$ cat src/rtl/logic_unit_n.sv
// logic_unit_n: multi-mode bitwise logic unit that processes a WIDTH-bit
// operand pair SLICE bits per clock, LSB slice first. Operands enter through
// a valid/ready handshake, the result plus registered zero/parity flags leave
// through a second one. At most one operation is in flight at a time.
module logic_unit_n #(
    parameter int WIDTH = 8,
    parameter int SLICE = 4
) (
    input  logic             clk,
    input  logic             rst_n,
    input  logic             in_valid,
    output logic             in_ready,
    input  logic [2:0]       op,
    input  logic [WIDTH-1:0] a,
    input  logic [WIDTH-1:0] b,
    output logic             out_valid,
    input  logic             out_ready,
    output logic [WIDTH-1:0] out,
    output logic             zero,
    output logic             parity
);

    localparam int N    = WIDTH / SLICE;
    localparam int IDXW = (N > 1) ? $clog2(N) : 1;

    // Refuse to elaborate when the operand does not split into whole slices.
    generate
        if (SLICE < 1 || (WIDTH % SLICE) != 0) begin : g_bad_slice
            $error("logic_unit_n: WIDTH must be a positive multiple of SLICE");
        end
    endgenerate

    typedef enum logic [1:0] {
        S_IDLE = 2'd0,
        S_RUN  = 2'd1,
        S_DONE = 2'd2
    } state_t;

    state_t            state_q, state_d;
    logic [WIDTH-1:0]  a_q, b_q;
    logic [2:0]        op_q;
    logic [IDXW-1:0]   idx_q;
    logic [WIDTH-1:0]  result_q;
    logic [WIDTH-1:0]  result_d;
    logic              zero_q, parity_q;
    logic [WIDTH-1:0]  func_full;
    logic              accept;
    logic              running;
    logic              last_slice;

    assign accept     = in_valid && (state_q == S_IDLE);
    assign running    = (state_q == S_RUN);
    assign last_slice = (idx_q == IDXW'(N - 1));

    // State register.
    always_ff @(posedge clk or negedge rst_n) begin
        if (!rst_n) begin
            state_q <= S_IDLE;
        end else begin
            state_q <= state_d;
        end
    end

    // Next-state decode: accept in IDLE, walk the slices, hold until taken.
    always_comb begin
        state_d = state_q;
        case (state_q)
            S_IDLE:  if (in_valid)   state_d = S_RUN;
            S_RUN:   if (last_slice) state_d = S_DONE;
            S_DONE:  if (out_ready)  state_d = S_IDLE;
            default:                 state_d = S_IDLE;
        endcase
    end

    // Full-width logic function of the latched operands; the operations are
    // purely bitwise, so each slice simply picks its own bits out of this.
    always_comb begin
        func_full = '0;
        case (op_q)
            3'b000:  func_full = a_q & b_q;
            3'b001:  func_full = a_q | b_q;
            3'b010:  func_full = a_q ^ b_q;
            3'b011:  func_full = ~(a_q | b_q);
            3'b100:  func_full = ~(a_q & b_q);
            3'b101:  func_full = ~(a_q ^ b_q);
            3'b110:  func_full = a_q & ~b_q;
            default: func_full = a_q;
        endcase
    end

    // Per-slice next value: cleared on accept so uncomputed slices read 0,
    // written only on the cycle its index comes up, otherwise held.
    genvar gi;
    generate
        for (gi = 0; gi < N; gi++) begin : g_slice
            assign result_d[gi*SLICE +: SLICE] =
                accept                             ? '0 :
                (running && idx_q == IDXW'(gi))    ? func_full[gi*SLICE +: SLICE] :
                                                     result_q[gi*SLICE +: SLICE];
        end
    endgenerate

    // Datapath registers: operand capture, slice index, result and flags.
    always_ff @(posedge clk or negedge rst_n) begin
        if (!rst_n) begin
            a_q      <= '0;
            b_q      <= '0;
            op_q     <= '0;
            idx_q    <= '0;
            result_q <= '0;
            zero_q   <= 1'b0;
            parity_q <= 1'b0;
        end else begin
            result_q <= result_d;
            if (accept) begin
                a_q   <= a;
                b_q   <= b;
                op_q  <= op;
                idx_q <= '0;
            end else if (running) begin
                idx_q <= last_slice ? '0 : idx_q + IDXW'(1);
                // Flags come from the complete result, including the slice
                // being written on this final edge.
                if (last_slice) begin
                    zero_q   <= (result_d == '0);
                    parity_q <= ^result_d;
                end
            end
        end
    end

    assign in_ready  = (state_q == S_IDLE);
    assign out_valid = (state_q == S_DONE);
    assign out       = result_q;
    assign zero      = zero_q;
    assign parity    = parity_q;

endmodule

$ cat config.mk
export PLATFORM = sky130hd
export DESIGN_NAME = logic_unit_n
export DESIGN_NICKNAME = d
export VERILOG_FILES = /design/src/rtl/logic_unit_n.sv
export SDC_FILE = /design/constraint.sdc
export NUM_CORES = 1
export LEC_CHECK = 0
export CAP_MARGIN = 10
export CORE_ASPECT_RATIO = 2
export CORE_MARGIN = 3
export CORE_UTILIZATION = 55
export DETAILED_ROUTE_END_ITERATION = 10
export PLACE_DENSITY_LB_ADDON = 0.25
export SLEW_MARGIN = 20
export SYNTH_ARGS = -nofsm -noshare
export SYNTH_HDL_FRONTEND = slang
export SYNTH_SLANG_ARGS = --single-unit
$ cat constraint.sdc
create_clock -name clk -period 4.85 [get_ports clk]
set_input_delay 1.455 -clock clk [delete_from_list [all_inputs] [get_ports clk]]
set_output_delay 1.455 -clock clk [all_outputs]
set_load 0.05 [all_outputs]
==> qor.csv <==
stage,metric,value,unit
drt,highest routing layer actually used,met4,
power,pwr dens,749,nW/µm²
worst_setup_path,CP Capture Type,flip-flop,
timing,worst slew pin tran,0.760,ns
timing,final cycle utilization of the critical path,72.7,%
drt,Detailed Route Iter0 Violations,48,
floorplan,Die ar.,4950,µm²
synthesis,YS warnings,0,
global_route,largest net degree at the start of global routing,33,
clock_tree,clk sinks,32,
cells_and_area,Final #Nets,320,
drt,WL per Instance,15.7,µm
drt,Metal-1 WL,2000,µm
clock_tree,H-Tree Depth,2,
timing,fin crit period,3.52,ns
clock_tree,post-CTS sizing,0,
timing,WHS,0.510,ns
floorplan,IO Pins,35,
floorplan,Core Region,3880,µm²
placement,PortBufs,34,
placement,dpl hpwl,3660,µm
timing,Achievable Freq,284,MHz
floorplan,FP Rows,32,
power,Leakage Power,1.22,nW
worst_setup_path,critical setup path kind,in2reg,
synthesis,Avg Inst Size Synth,9.47,µm²
timing,Final Skew,0.00739,ns
synthesis,synthesized area,2250,µm²
floorplan,Die X,51.3,µm
global_route,overall routing resource usage,22.8,%
synthesis,Yosys cell types,48,
clock_tree,Post-CTS Hold Buffers,0,
drt,Detail Route Antenna Nets,0,
outcome,status,"finished, final reports clean",
drt,via count,1854,
power,VDD IR max,0.668,mV
cells_and_area,diodes inserted,0,
drt,metal2 WL,2760,µm
global_route,antenna violations before repair,0,
min_path,Hold Crit Class,reg2reg,
synthesis,Post-Syn Instances,238,
synthesis,Async SR Flop Fraction,100,%
timing,final setup violation count,0,
synthesis,sequential share of the synthesized area,35.5,%
drt,DRT Wirelength,5050,µm
synthesis,Simple-Gate Fraction of Synth Area,12.9,%
synthesis,mux contribution to synthesized area,4.66,%
timing,unrepaired setup endpoints after global routing,false,
placement,routability congestion estimate,0.924,
worst_setup_path,Worst Path Max Fanout,23,
run,Max Cap Viol,0,
drt,DR pass1 iterations,4,
timing,final hold violation count,0,
worst_setup_path,CP required,5.01,ns
drt,drt drc,0,
power,total power,2.03,mW
clock_tree,Worst-Skew Late Latency,0.29,ns
floorplan,die height,96.5,µm
worst_setup_path,Arrival @ worst endpoint,3.69,ns
floorplan,Initial Util,58.1,%
synthesis,"Top FF cell, synth",dfrtp_1,
clock_tree,CTS buffer count,5,
synthesis,xor/xnor share of the synthesized area,3.88,%
synthesis,Post-synth EDFFs,0,
clock_tree,clock transition at the registers of the reported paths,0.07,ns
clock_tree,Post-CTS Setup Bufs,0,
global_route,first-pass GRT wire length,8550,µm
timing,Setup TNS,0,ns
synthesis,#FFs+latches synth,32,
synthesis,largest family of logic cells by synthesized area,compound AO/OA/AOI/OAI gates,
drt,met3 wire len,161,µm
cells_and_area,Layout area overhead,20.5,%
cells_and_area,Finished Layout Cells,321,
timing,Final Slew Violations,0,
global_route,number of global-route vias before repair,1923,
cells_and_area,share of post-route cells with drive strength above 1,8.15,%
cells_and_area,Filler cells,310,
synthesis,Post-Synth Adder-Cell Area,15.5,%
placement,placed cell count,313,
synthesis,Synth Net Count,289,
clock_tree,CTS Root Buffer Type,clkbuf_8,
clock_tree,CTS Buffer Depth,2,
timing,Slew headroom,49.4,%
clock_tree,CTS tree,built,
drt,via/cell ratio,5.78,
synthesis,Synth Area in Compound Gates,20.2,%
global_route,gr ovfl total,0,
worst_setup_path,Critical Path Source Type,input port,
[cell usage in the layout (no fill, tap or decap), types with 2 or more instances in the layout]
cell	count
xnor2_1	4
dfrtp_1	31
a32oi_1	4
o211ai_1	3
buf_4	2
o221ai_1	2
mux2_2	4
a31o_2	2
clkbuf_8	7
mux2i_1	6
ha_1	28
a32o_1	4
clkdlybuf4s50_1	34
nand2_1	26
nand2b_1	10
o21ai_1	3
nor2_1	5
a31oi_1	3
xor2_1	6
o21ai_0	27
a22oi_1	5
a21oi_1	3
inv_1	21
a211oi_1	2
o22ai_1	4
[synthesized netlist by cell type (3+ instances only)]
cell	n	area (µm²)
a21oi_1	3	15.0
a22oi_1	5	37.5
a31oi_1	3	18.8
a32o_1	4	40.0
a32oi_1	4	35.0
buf_2	5	25.0
buf_6	4	45.0
dfrtp_1	32	801
ha_1	28	350
inv_1	21	78.8
mux2_2	4	45.0
mux2i_1	6	60.1
nand2_1	26	97.6
nand2b_1	10	62.6
nor2_1	5	18.8
o211ai_1	3	22.5
o21ai_0	27	135
o21ai_1	3	15.0
o22ai_1	4	25.0
xnor2_1	4	35.0
xor2_1	6	52.6
[final cells by class]
| class | count | area [µm²] | area share, % |
|---|---|---|---|
| Inverter | 21 | 78.8 | 2.90 |
| Tap cell | 51 | 63.8 | 2.35 |
| Timing Repair Buffer | 36 | 355 | 13.1 |
| Clock buffer | 7 | 96.3 | 3.55 |
| Multi-Input combinational cell | 173 | 1290 | 47.5 |
| Clock inverter | 1 | 30.0 | 1.11 |
| Sequential cell | 32 | 802 | 29.5 |
[metrics by stage]
stage          cell area [µm²]  util (%)  setup WS [ns]
4_1_cts                   2720      69.9           1.32
5_1_grt                   2720      69.9           1.18
2_1_floorplan             2250         -           2.01
3_5_place_dp              2590      66.7           1.02
3_3_place_gp              2590      66.7           1.09
6_report                  2720      69.9           1.33
[kinds of logic (layout without fill, tap and decap cells)]
family | Yosys count | in the layout
AOI/OAI and AO/OA | 69 | 69
xor gates and xnor gates | 10 | 10
adders and majority gates | 28 | 28
buffers and inverters | 33 | 65
DFF | 32 | 32
muxes | 10 | 10
and+or+nand+nor | 56 | 56
[flip-flops by register name (all words and copies together) (netlist names)]
name / count
idx_q: 1
parity: 1
out: 8
a_q: 8
state_q: 2
b_q: 8
zero: 1
op_q: 3
[critical path, stage by stage]
cell and delay, ns:
clkdlybuf4s50_1 0.49, and2_1 0.63, nor2_2 0.19, a32oi_1 0.23, ha_1 0.27, xnor2_1 0.19
xnor2_1 0.13, o21ai_0 0.08
[layer usage]
layer  GRT usage [%]  vias up
li1                -      903
met1            25.5      898
met2            41.5       42
met3            3.07       11
met4            10.9        0
met5               0        -
[report_power, final]
group	switching (mW)	internal, mW	leakage [nW]
sequential	0.173	0.387	0.402
combinational	0.660	0.523	0.757
clock	0.109	0.181	0.0645
total	0.942	1.09	1.22
[final timing paths]
path                               start  endpoint  slack, ns  cells past startpoint
max in group asynchronous          rst_n   op_q[2]       2.96                      2
worst max register to register   op_q[2]    parity       2.22                      8
worst min-delay path              parity    parity       0.51                      2
min in group asynchronous          rst_n    b_q[2]       1.57                      2
worst min register to register    parity    parity       0.51                      2
worst max-delay path            in_valid    parity       1.33                      8
Note: power is estimated with default switching activity, not from simulation.
